$ cat src/rtl/uart_rx_deserializer_if.sv
// Serial-in / word-out bundle between the RX pad side and the system-side UART receiver.
// master drives the line and frame format; slave (the deserializer) returns the word and result pulses.
interface uart_rx_deserializer_if #(
  parameter int DATA_WIDTH = 8
);
  logic                  RX_IN;
  logic                  PAR_EN;
  logic                  PAR_TYP;
  logic [DATA_WIDTH-1:0] P_DATA;
  logic                  data_valid;
  logic                  par_err;
  logic                  stp_err;

  modport master (
    output RX_IN, PAR_EN, PAR_TYP,
    input  P_DATA, data_valid, par_err, stp_err
  );

  modport slave (
    input  RX_IN, PAR_EN, PAR_TYP,
    output P_DATA, data_valid, par_err, stp_err
  );
endinterface

$ cat src/rtl/uart_rx_deserializer.sv
// UART RX: start detect, 3-sample mid-bit majority vote, LSB-first shift, optional parity, stop check.
// Result pulse (2+DATA_WIDTH+PAR_EN)*OVERSAMPLE cycles after the line falls, no backpressure; UART_RX_SYNC_EN adds a 2-flop RX synchronizer (+2).
module uart_rx_deserializer #(
  parameter int DATA_WIDTH = 8,
  parameter int OVERSAMPLE = 8
) (
  input  logic                  CLK,
  input  logic                  RST,
  uart_rx_deserializer_if.slave bus
);

  localparam int EW = $clog2(OVERSAMPLE);
  localparam int BW = (DATA_WIDTH > 1) ? $clog2(DATA_WIDTH) : 1;

  localparam logic [EW-1:0] EC_ONE   = EW'(1);
  localparam logic [EW-1:0] EC_SAMP0 = EW'(OVERSAMPLE / 2 - 1);
  localparam logic [EW-1:0] EC_SAMP1 = EW'(OVERSAMPLE / 2);
  localparam logic [EW-1:0] EC_SAMP2 = EW'(OVERSAMPLE / 2 + 1);
  localparam logic [EW-1:0] EC_LAST  = EW'(OVERSAMPLE - 1);
  localparam logic [BW-1:0] BC_ONE   = BW'(1);
  localparam logic [BW-1:0] BC_LAST  = BW'(DATA_WIDTH - 1);

  localparam logic [2:0] S_IDLE   = 3'd0;
  localparam logic [2:0] S_START  = 3'd1;
  localparam logic [2:0] S_DATA   = 3'd2;
  localparam logic [2:0] S_PARITY = 3'd3;
  localparam logic [2:0] S_STOP   = 3'd4;

  logic w_rx;

`ifdef UART_RX_SYNC_EN
  logic [1:0] r_sync;

  always_ff @(posedge CLK or posedge RST) begin
    if (RST) begin
      r_sync <= 2'b11;
    end else begin
      r_sync <= {r_sync[0], bus.RX_IN};
    end
  end

  assign w_rx = r_sync[1];
`else
  assign w_rx = bus.RX_IN;
`endif

  logic [2:0]            r_state;
  logic [EW-1:0]         r_edge_cnt;
  logic [BW-1:0]         r_bit_cnt;
  logic [1:0]            r_samp;
  logic [DATA_WIDTH-1:0] r_shift;
  logic [DATA_WIDTH-1:0] r_data;
  logic                  r_par_en;
  logic                  r_par_typ;
  logic                  r_par_fail;
  logic                  r_stp_fail;
  logic                  r_dv;
  logic                  r_pe;
  logic                  r_se;

  logic                  w_vote;
  logic                  w_at_vote;
  logic                  w_bit_end;
  logic [DATA_WIDTH-1:0] w_shift_nxt;
  logic                  w_par_exp;
  logic                  w_stp_bad;

  // Third sample is the live line, so the vote is usable on the edge that ends slot OVERSAMPLE/2+1.
  always_comb begin
    w_vote      = (r_samp[0] & r_samp[1]) | (r_samp[0] & w_rx) | (r_samp[1] & w_rx);
    w_at_vote   = (r_edge_cnt == EC_SAMP2);
    w_bit_end   = (r_edge_cnt == EC_LAST);
    w_shift_nxt = r_shift >> 1;
    w_shift_nxt[DATA_WIDTH-1] = w_vote;
    w_par_exp   = (^r_shift) ^ r_par_typ;
    w_stp_bad   = r_stp_fail | (w_at_vote & ~w_vote);
  end

  always_ff @(posedge CLK or posedge RST) begin
    if (RST) begin
      r_state    <= S_IDLE;
      r_edge_cnt <= '0;
      r_bit_cnt  <= '0;
      r_samp     <= '0;
      r_shift    <= '0;
      r_data     <= '0;
      r_par_en   <= 1'b0;
      r_par_typ  <= 1'b0;
      r_par_fail <= 1'b0;
      r_stp_fail <= 1'b0;
      r_dv       <= 1'b0;
      r_pe       <= 1'b0;
      r_se       <= 1'b0;
    end else begin
      r_dv <= 1'b0;
      r_pe <= 1'b0;
      r_se <= 1'b0;

      if (r_edge_cnt == EC_SAMP0) r_samp[0] <= w_rx;
      if (r_edge_cnt == EC_SAMP1) r_samp[1] <= w_rx;

      if (r_state != S_IDLE) begin
        r_edge_cnt <= w_bit_end ? '0 : r_edge_cnt + EC_ONE;
      end

      case (r_state)
        S_IDLE: begin
          // The detect cycle itself is slot 0 of the start bit, so the counter resumes at 1.
          if (!w_rx) begin
            r_state    <= S_START;
            r_edge_cnt <= EC_ONE;
            r_bit_cnt  <= '0;
            r_par_en   <= bus.PAR_EN;
            r_par_typ  <= bus.PAR_TYP;
            r_par_fail <= 1'b0;
            r_stp_fail <= 1'b0;
          end
        end

        S_START: begin
          if (w_at_vote && w_vote) begin
            r_state    <= S_IDLE;
            r_edge_cnt <= '0;
          end else if (w_bit_end) begin
            r_state <= S_DATA;
          end
        end

        S_DATA: begin
          if (w_at_vote) r_shift <= w_shift_nxt;
          if (w_bit_end) begin
            if (r_bit_cnt == BC_LAST) begin
              r_state <= r_par_en ? S_PARITY : S_STOP;
            end else begin
              r_bit_cnt <= r_bit_cnt + BC_ONE;
            end
          end
        end

        S_PARITY: begin
          if (w_at_vote && (w_vote != w_par_exp)) r_par_fail <= 1'b1;
          if (w_bit_end) r_state <= S_STOP;
        end

        S_STOP: begin
          if (w_at_vote && !w_vote) r_stp_fail <= 1'b1;
          if (w_bit_end) begin
            r_state <= S_IDLE;
            r_pe    <= r_par_fail;
            r_se    <= w_stp_bad;
            if (!r_par_fail && !w_stp_bad) begin
              r_data <= r_shift;
              r_dv   <= 1'b1;
            end
          end
        end

        default: begin
          r_state    <= S_IDLE;
          r_edge_cnt <= '0;
        end
      endcase
    end
  end

  assign bus.P_DATA     = r_data;
  assign bus.data_valid = r_dv;
  assign bus.par_err    = r_pe;
  assign bus.stp_err    = r_se;

endmodule

$ cat src/flat_wrapper.sv
// flat-port wrapper written by rule: the top's interface ports become plain ports
module uart_rx_deserializer_flat 
#(
  parameter int DATA_WIDTH = 8,
  parameter int OVERSAMPLE = 8
)
  (CLK, RST, bus_RX_IN, bus_PAR_EN, bus_PAR_TYP, bus_P_DATA, bus_data_valid, bus_par_err, bus_stp_err);
  uart_rx_deserializer_if #(.DATA_WIDTH(DATA_WIDTH)) bus_i ();
  input  logic CLK;
  input  logic RST;
  input wire logic [$bits(bus_i.RX_IN)-1:0] bus_RX_IN;
  input wire logic [$bits(bus_i.PAR_EN)-1:0] bus_PAR_EN;
  input wire logic [$bits(bus_i.PAR_TYP)-1:0] bus_PAR_TYP;
  output wire logic [$bits(bus_i.P_DATA)-1:0] bus_P_DATA;
  output wire logic [$bits(bus_i.data_valid)-1:0] bus_data_valid;
  output wire logic [$bits(bus_i.par_err)-1:0] bus_par_err;
  output wire logic [$bits(bus_i.stp_err)-1:0] bus_stp_err;
  assign bus_i.RX_IN = bus_RX_IN;
  assign bus_i.PAR_EN = bus_PAR_EN;
  assign bus_i.PAR_TYP = bus_PAR_TYP;
  assign bus_P_DATA = bus_i.P_DATA;
  assign bus_data_valid = bus_i.data_valid;
  assign bus_par_err = bus_i.par_err;
  assign bus_stp_err = bus_i.stp_err;
  uart_rx_deserializer #(.DATA_WIDTH(DATA_WIDTH), .OVERSAMPLE(OVERSAMPLE)) u_core (.CLK(CLK), .RST(RST), .bus(bus_i));
endmodule
$ cat config.mk
export PLATFORM = sky130hd
export DESIGN_NAME = uart_rx_deserializer_flat
export DESIGN_NICKNAME = d
export VERILOG_FILES = /design/src/rtl/uart_rx_deserializer_if.sv /design/src/rtl/uart_rx_deserializer.sv /design/src/flat_wrapper.sv
export SDC_FILE = /design/constraint.sdc
export NUM_CORES = 1
export LEC_CHECK = 0
export ABC_CLOCK_PERIOD_IN_PS = 2200
export BUFFER_PORTS_ARGS = -buffer_cell sky130_fd_sc_hd__buf_2
export CAP_MARGIN = 30
export CORE_ASPECT_RATIO = 1.5
export CORE_MARGIN = 10
export CORE_UTILIZATION = 26
export DETAILED_ROUTE_END_ITERATION = 10
export PLACE_DENSITY = 0.54
export SYNTH_ARGS = -nofsm -noshare
export SYNTH_HDL_FRONTEND = slang
export SYNTH_SLANG_ARGS = --single-unit
$ cat constraint.sdc
create_clock -name CLK -period 2.2 [get_ports CLK]
set_clock_uncertainty 0.2 [all_clocks]
set_input_delay 0.11 -clock CLK [delete_from_list [all_inputs] [get_ports CLK]]
set_output_delay 0.11 -clock CLK [all_outputs]
set_load 0.03 [all_outputs]
==> results of run 1 <==
## path summary, 6_finish.rpt
path	startpoint	endpoint	cells after the start
min reg2reg	u_core.bus.P_DATA[1]$_DFFE_PP0P_	u_core.bus.P_DATA[1]$_DFFE_PP0P_	1
max reg2reg	u_core.r_edge_cnt[0]$_DFF_PP0_	u_core.bus.P_DATA[7]$_DFFE_PP0P_	5
max	u_core.r_edge_cnt[0]$_DFF_PP0_	u_core.bus.P_DATA[7]$_DFFE_PP0P_	5
min	bus_RX_IN	u_core.r_stp_fail$_DFFE_PP0P_	4
max in group asynchronous	RST	u_core.r_edge_cnt[0]$_DFF_PP0_	4
min in group asynchronous	RST	u_core.r_shift[6]$_DFFE_PP0P_	4
## timing repair
item,CTS,global route
endpoints found under the setup margin,0,8
resized for setup,0,3
hold endpoints to repair,36,0
setup buffers,0,2
hold buffers,3,0
## synthesized netlist by cell type
cell,count
mux2i_1,1
buf_6,1
o22ai_1,2
nor3_2,1
or4_4,1
xnor3_1,1
a31oi_1,1
nand2b_1,1
a22oi_1,1
nor4_1,2
nand3b_1,1
o31ai_1,3
xor2_1,1
mux2_4,8
nor2b_1,2
nand3_1,1
o311ai_0,1
mux2_2,12
ha_1,7
xnor2_1,6
nor2_2,2
inv_1,11
nor4b_1,1
clkbuf_1,1
nand4_1,1
a22o_1,2
o21ai_0,9
or3_1,1
nand2_2,1
dfrtp_1,34
buf_2,3
nor2_1,6
a41oi_1,1
nand2_1,7
maj3_4,1
## layout by cell type, fill, tap and decap left out, types with 6 or more instances in the layout
master | synthesis | layout
mux2_2 | 12 | 12
buf_2 | 3 | 15
dfrtp_1 | 34 | 33
mux2_4 | 8 | 8
inv_1 | 11 | 11
nand2_1 | 7 | 7
xnor2_1 | 6 | 6
buf_4 | 0 | 12
nor2_1 | 6 | 6
o21ai_0 | 9 | 9
ha_1 | 7 | 7
clkbuf_8 | 0 | 6
## flip-flops by register name, indices dropped and copies added (netlist names), 2 cells and up
| name | cells |
|---|---|
| u_core.bus.P_DATA | 8 |
| u_core.r_shift | 8 |
| u_core.r_samp | 2 |
| u_core.r_bit_cnt | 3 |
| u_core.r_state | 3 |
| u_core.r_edge_cnt | 3 |
## power by group through the flow
stage | logic, W | registers, W | clock network (W)
floorplan | 0.000459 | 0.000817 | 0
global placement | 0.000593 | 0.000841 | 0
detailed placement | 0.000598 | 0.000844 | 0
CTS | 0.000602 | 0.000832 | 0.000732
global route | 0.000708 | 0.000850 | 0.000757
finish | 0.000630 | 0.000832 | 0.000714
## metal layers
layer  track usage  vias to the layer above  routed length (um)
li1              -                      539                   -
met1        0.0626                      550                1290
met2         0.117                       16                1760
met3        0.0242                        4                 151
met4        0.0300                        0                  46
met5             0                        -                   0
## through the flow
stage | instance area [sq um] | total power [W] | hold slack (ns) | cells | setup WS, ns
after global placement | 1870 | 0.00143 | 0.0347 | 229 | 0.133
final | 2070 | 0.00218 | 0.0344 | 243 | 0.115
after floorplan | 1660 | 0.00128 | 0.0424 | 135 | 0.0603
after CTS | 2040 | 0.00217 | 0.0259 | 240 | 0.0727
after global routing | 2070 | 0.00232 | 0.0413 | 243 | 0.0424
after detailed placement | 1870 | 0.00144 | 0.0364 | 229 | 0.0855
## worst max-delay path, stage by stage (launching register included)
cell	delay (ns)
dfrtp_2	0.37
ha_1	0.18
ha_1	0.18
nand3_2	0.13
or4_4	0.58
mux2_4	0.32
## area by class of cell
cell class	count	area (sq um)	area share
tap	74	92.6	0.0447
sequential	34	852	0.411
multi-input combinational	86	749	0.361
inverter	11	41.3	0.0199
timing repair buffer	30	195	0.0941
clock inverter	2	60.1	0.0290
clock buffer	6	82.6	0.0398
## cells by family after synthesis
group           share of synthesized area
simple gates                       0.0930
compound gates                     0.0779
flops                               0.514
mux                                 0.160
buf+inv                            0.0431
fa+ha+maj                          0.0612
xor+xnor                           0.0506
==> metrics.md, run 1 <==
| Metric | Value |
|---|---|
| Worst VDD drop | 0.339 mV |
| Clock power frac | 0.328 |
| Pin count of the biggest net entering global routing | 35 |
| Clock transition at path regs | 0.07 ns |
| Final global-route overflow total | 0 |
| GP Congestion | 0.794 |
| RSZ-0062 raised after global routing | no |
| Comb power frac | 0.289 |
| Syn nets | 147 |
| Post-layout min period | 2.08 ns |
| Area share of the largest cell type after synthesis | 0.514 |
| Initial antenna violation count | 0 |
| Die Area | 0.0100 sq mm |
| Seq pwr share | 0.382 |
| Fill count | 635 |
| Seq cells post-synth | 34 |
| Post-Route WL | 3250 um |
| I/O Pins | 16 |
| DPL Wire Length | 2310 um |
| Core footprint | 0.00617 sq mm |
| Ant diodes | 0 |
| Critical path arrival | 2.05 ns |
| Internal | 0.00153 W |
| YS warnings | 0 |
| Mapped Cells | 135 |
| Global-route wire length before repair | 5390 um |
| Via Count | 1,109 |
| # DRC | 0 |
| CTS Buffer Depth | 2 |
| Fin crit share | 0.948 |
| Leak pwr | 1.05 nW |
| Layout area overhead | 25.2% |
| CTS Buf Count | 5 |
| Relative slew margins | 0.708 |
| Post-route setup TNS | 0 ns |
| Kind of critical path | flip-flop to flip-flop |
| Vias in the first global route | 1,120 |
| MaxCap Viol Count | 0 |
| # nets final | 180 |
| Outcome | complete, no violations |
| CP Launch Type | flip-flop |
| Clk root buf | clkbuf_8 |
| Chip Height | 118 um |
| Max FO, Critical Path | 5 |
| Share of cells above drive strength 1 | 0.379 |
| Vias per cell | 4.56 |
| HP Class | primary input to flip-flop |
| Synth cell types | 35 |
| Worst skew pair latency | 0.28 ns |
| Post-DRT Antenna Nets | 0 |
| Switching Fraction | 0.295 |
| FMAX | 0.480 GHz |
| Fin util | 0.336 |
| H-tree Lvls | 2 |
| Syn_area_per_cell | 12.3 sq um |
| Worst Path Required | 2.17 ns |
| Final Max Slew Viols | 0 |
| Initial Util | 0.268 |
| Drt wl/cell | 13.4 um |
| Hold violation total from the final report | 0 |
| R2R Setup Slk | 0.12 ns |
| Yosys top cell by area | dfrtp_1 |
| DIE WIDTH | 85.2 um |
| Setup violators final | 0 |
| Synthesized cell area | 0.00166 sq mm |
| Slew @ Worst Pin | 0.438 ns |
| I/O Buffers | 15 |
| Register area share after synthesis | 0.514 |
| Num rows | 35 |
| Power density over the cells | 1050 mW/mm^2 |
| Top cells by area, synth | dfrtp_1, mux2_2, mux2_4, ha_1, xnor2_1 |
| Crit path capture type | flip-flop |
| Clock Sinks | 34 |
| Initial DRC count | 38 |
| CTS tree | built |
| Net Sw Power | 0.000642 W |
| DRT Pass-1 Iters | 4 |
| Global Route Usage Sum | 0.0649 |
No activity file was read; power rests on OpenSTA's default activity.
==> run 2, diff against run 1 <==
--- a/config.mk
+++ b/config.mk
@@ -8,11 +8,14 @@
 export ABC_CLOCK_PERIOD_IN_PS = 2200
 export BUFFER_PORTS_ARGS = -buffer_cell sky130_fd_sc_hd__buf_2
 export CAP_MARGIN = 30
+export CELL_PAD_IN_SITES_DETAIL_PLACEMENT = 2
+export CELL_PAD_IN_SITES_GLOBAL_PLACEMENT = 2
 export CORE_ASPECT_RATIO = 1.5
 export CORE_MARGIN = 10
-export CORE_UTILIZATION = 26
+export CORE_UTILIZATION = 35
 export DETAILED_ROUTE_END_ITERATION = 10
-export PLACE_DENSITY = 0.54
+export MAX_ROUTING_LAYER = met4
+export PLACE_DENSITY = 0.84
 export SYNTH_ARGS = -nofsm -noshare
 export SYNTH_HDL_FRONTEND = slang
 export SYNTH_SLANG_ARGS = --single-unit
==> run 2 against run 1 <==
Setup slack worse by 0.060 ns. Register-to-register slack worse by 0.06 ns. Combinational power up 7.0%. Flip-flop and latch count unchanged. Clock power down 40%. First-iteration DRC count down 13%. Cell count down 4.5%. Non-clock buffer count unchanged. Count of clock-buffer cells in the layout down 1. Critical path depth unchanged. Worst hold slack better by 0.00054 ns.
==> metrics.md, run 2 (same netlist as run 1, synthesis figures left out) <==
| Metric | Value |
|---|---|
| Worst skew pair latency | 0.28 ns (about the same) |
| Hold violation total from the final report | 0 (unchanged) |
| CTS tree | built |
| Final Max Slew Viols | 0 (unchanged) |
| Power density over the cells | 973 mW/mm^2 (-7.3%) |
| Clock transition at path regs | 0.07 ns (about the same) |
| DRT Pass-1 Iters | 4 (unchanged) |
| CP Launch Type | flip-flop |
| Drt wl/cell | 18.1 um (+36%) |
| Final total power | 0.00195 W (-10%) |
| Global Route Usage Sum | 0.112 (+0.0469) |
| CTS Buffer Depth | 2 (unchanged) |
| Routed wl met3 | 137 um (-9.3%) |
| FMAX | 0.466 GHz (-2.8%) |
| Initial antenna violation count | 0 (unchanged) |
| Most common cell after layout, fill and taps aside | dfrtp_1 |
| Vias per cell | 4.92 (+7.9%) |
| Leak pwr | 1.01 nW (-3.1%) |
| Area of the multi-input gates | 754 sq um (+0.67%) |
| # DRC | 0 (unchanged) |
| Fin util | 0.441 (+0.105) |
| Vias in the first global route | 1,354 (+21%) |
| Slew @ Worst Pin | 0.447 ns (+0.00973 ns) |
| WL met2 | 2580 um (+47%) |
| Pin count of the biggest net entering global routing | 35 (unchanged) |
| Ant diodes | 0 (unchanged) |
| # nets final | 180 (unchanged) |
| I/O Buffers | 15 (unchanged) |
| DIE WIDTH | 76.2 um (-11%) |
| Initial Util | 0.364 (+0.0964) |
| Kind of critical path | flip-flop to flip-flop |
| Share of cells above drive strength 1 | 0.387 (+0.00821) |
| Worst VDD drop | 0.293 mV (-14%) |
| Max FO, Critical Path | 5 (unchanged) |
| Fin crit share | 0.975 (+0.0273) |
| Setup WS pre-CTS | 0.00289 ns (-0.0826 ns) |
| Clock Sinks | 34 (unchanged) |
| Layout area overhead | 20.9% |
| Core footprint | 0.00454 sq mm (-26%) |
| Post-DRT Antenna Nets | 0 (unchanged) |
| Final WS setup | 0.0550 ns (-0.0600 ns) |
| DPL Wire Length | 3040 um (+32%) |
| Chip Height | 104 um (-11%) |
| MaxCap Viol Count | 0 (unchanged) |
| Die Area | 0.00794 sq mm (-21%) |
| Fill count | 481 (-24%) |
| Final global-route overflow total | 0 (unchanged) |
| Commonest non-fill, non-tap cells in the layout | dfrtp_1, buf_2, mux2_2, buf_4, inv_1 |
| Wl on met1 | 1410 um (+9.8%) |
| Crit path capture type | flip-flop |
| Critical path arrival | 2.11 ns (+0.06 ns) |
| Relative slew margins | 0.702 (-0.00648) |
| Highest metal used | met4 |
| Post-Route WL | 4200 um (+30%) |
| H-tree Lvls | 2 (unchanged) |
| CTS Buf Count | 5 (unchanged) |
| Initial DRC count | 33 (-13%) |
| Register Area | 852 sq um (unchanged) |
| Worst Path Required | 2.17 ns (about the same) |
| I/O Pins | 16 (unchanged) |
| Global-route wire length before repair | 6890 um (+28%) |
| GP Congestion | 0.813 (+2.3%) |
| HP Class | primary input to flip-flop |
| Num rows | 30 (-14%) |
| Setup violators final | 0 (unchanged) |
| Outcome | complete, no violations |
| Post-layout min period | 2.14 ns (+0.0600 ns) |
| Via Count | 1,142 (+3.0%) |
| Clk root buf | clkbuf_8 |
[run 2: cell count changes in the layout (fill, tap and decap cells not counted), sizes merged]
| cell | delta |
|---|---|
| clkinv | +2 |
| clkbuf | -1 |
| bufinv | -2 |
[run 2: critical path: stages, from the launching register on]
cell     delay (ns)
dfrtp_2        0.39
ha_2           0.20
ha_2           0.20
nand3_2        0.12
or4_4          0.58
mux2_4         0.33
[run 2: worst paths after layout]
check,endpoint,slack (ns),from,depth (start not counted)
worst max-delay path,u_core.bus.P_DATA[2]$_DFFE_PP0P_,0.06,u_core.r_edge_cnt[0]$_DFF_PP0_,5
worst min-delay path,u_core.r_stp_fail$_DFFE_PP0P_,0.03,bus_RX_IN,4
worst max register to register,u_core.bus.P_DATA[2]$_DFFE_PP0P_,0.06,u_core.r_edge_cnt[0]$_DFF_PP0_,5
worst min register to register,u_core.bus.P_DATA[4]$_DFFE_PP0P_,0.31,u_core.bus.P_DATA[4]$_DFFE_PP0P_,1
max in group asynchronous,u_core.r_edge_cnt[0]$_DFF_PP0_,1.20,RST,4
min in group asynchronous,u_core.bus.par_err$_DFF_PP0_,0.26,RST,4
[run 2: cell type report]
class                           instances  area share
Sequential cell                        34       0.426
Multi-Input combinational cell         86       0.377
Timing Repair Buffer                   30      0.0975
Tap cell                               64      0.0400
Clock buffer                            5      0.0344
Inverter                               11      0.0206
Clock inverter                          2     0.00500
[run 2: where the power goes]
group	internal (W)	switching (W)	total [W]
sequential	0.000739	0.000104	0.000843
clock	0.000212	0.000219	0.000431
combinational	0.000315	0.000359	0.000674
[run 2: routing by layer]
layer  global-route usage  up-vias
li1                     -      533
met3               0.0346        6
met5                    -        -
met1               0.0945      588
met2                0.215       15
met4               0.0480        0
[run 2: stage by stage]
| step | area [sq um] | setup TNS, ns | hold WS [ns] | instances |
|---|---|---|---|---|
| after floorplan | 1660 | 0 | 0.0424 | 135 |
| after global placement | 1860 | 0 | 0.0197 | 219 |
| after detailed placement | 1860 | 0 | 0.0376 | 219 |
| after CTS | 1960 | 0 | 0.0283 | 229 |
| after global routing | 2000 | -0.0384 | 0.0518 | 232 |
| final | 2000 | 0 | 0.0349 | 232 |
[run 2: what timing repair did]
action	CTS	global route
gates resized for setup	0	5
hold buffers	3	0
hold endpoints to repair	36	0
setup endpoints to repair	0	8
buffers inserted	0	2
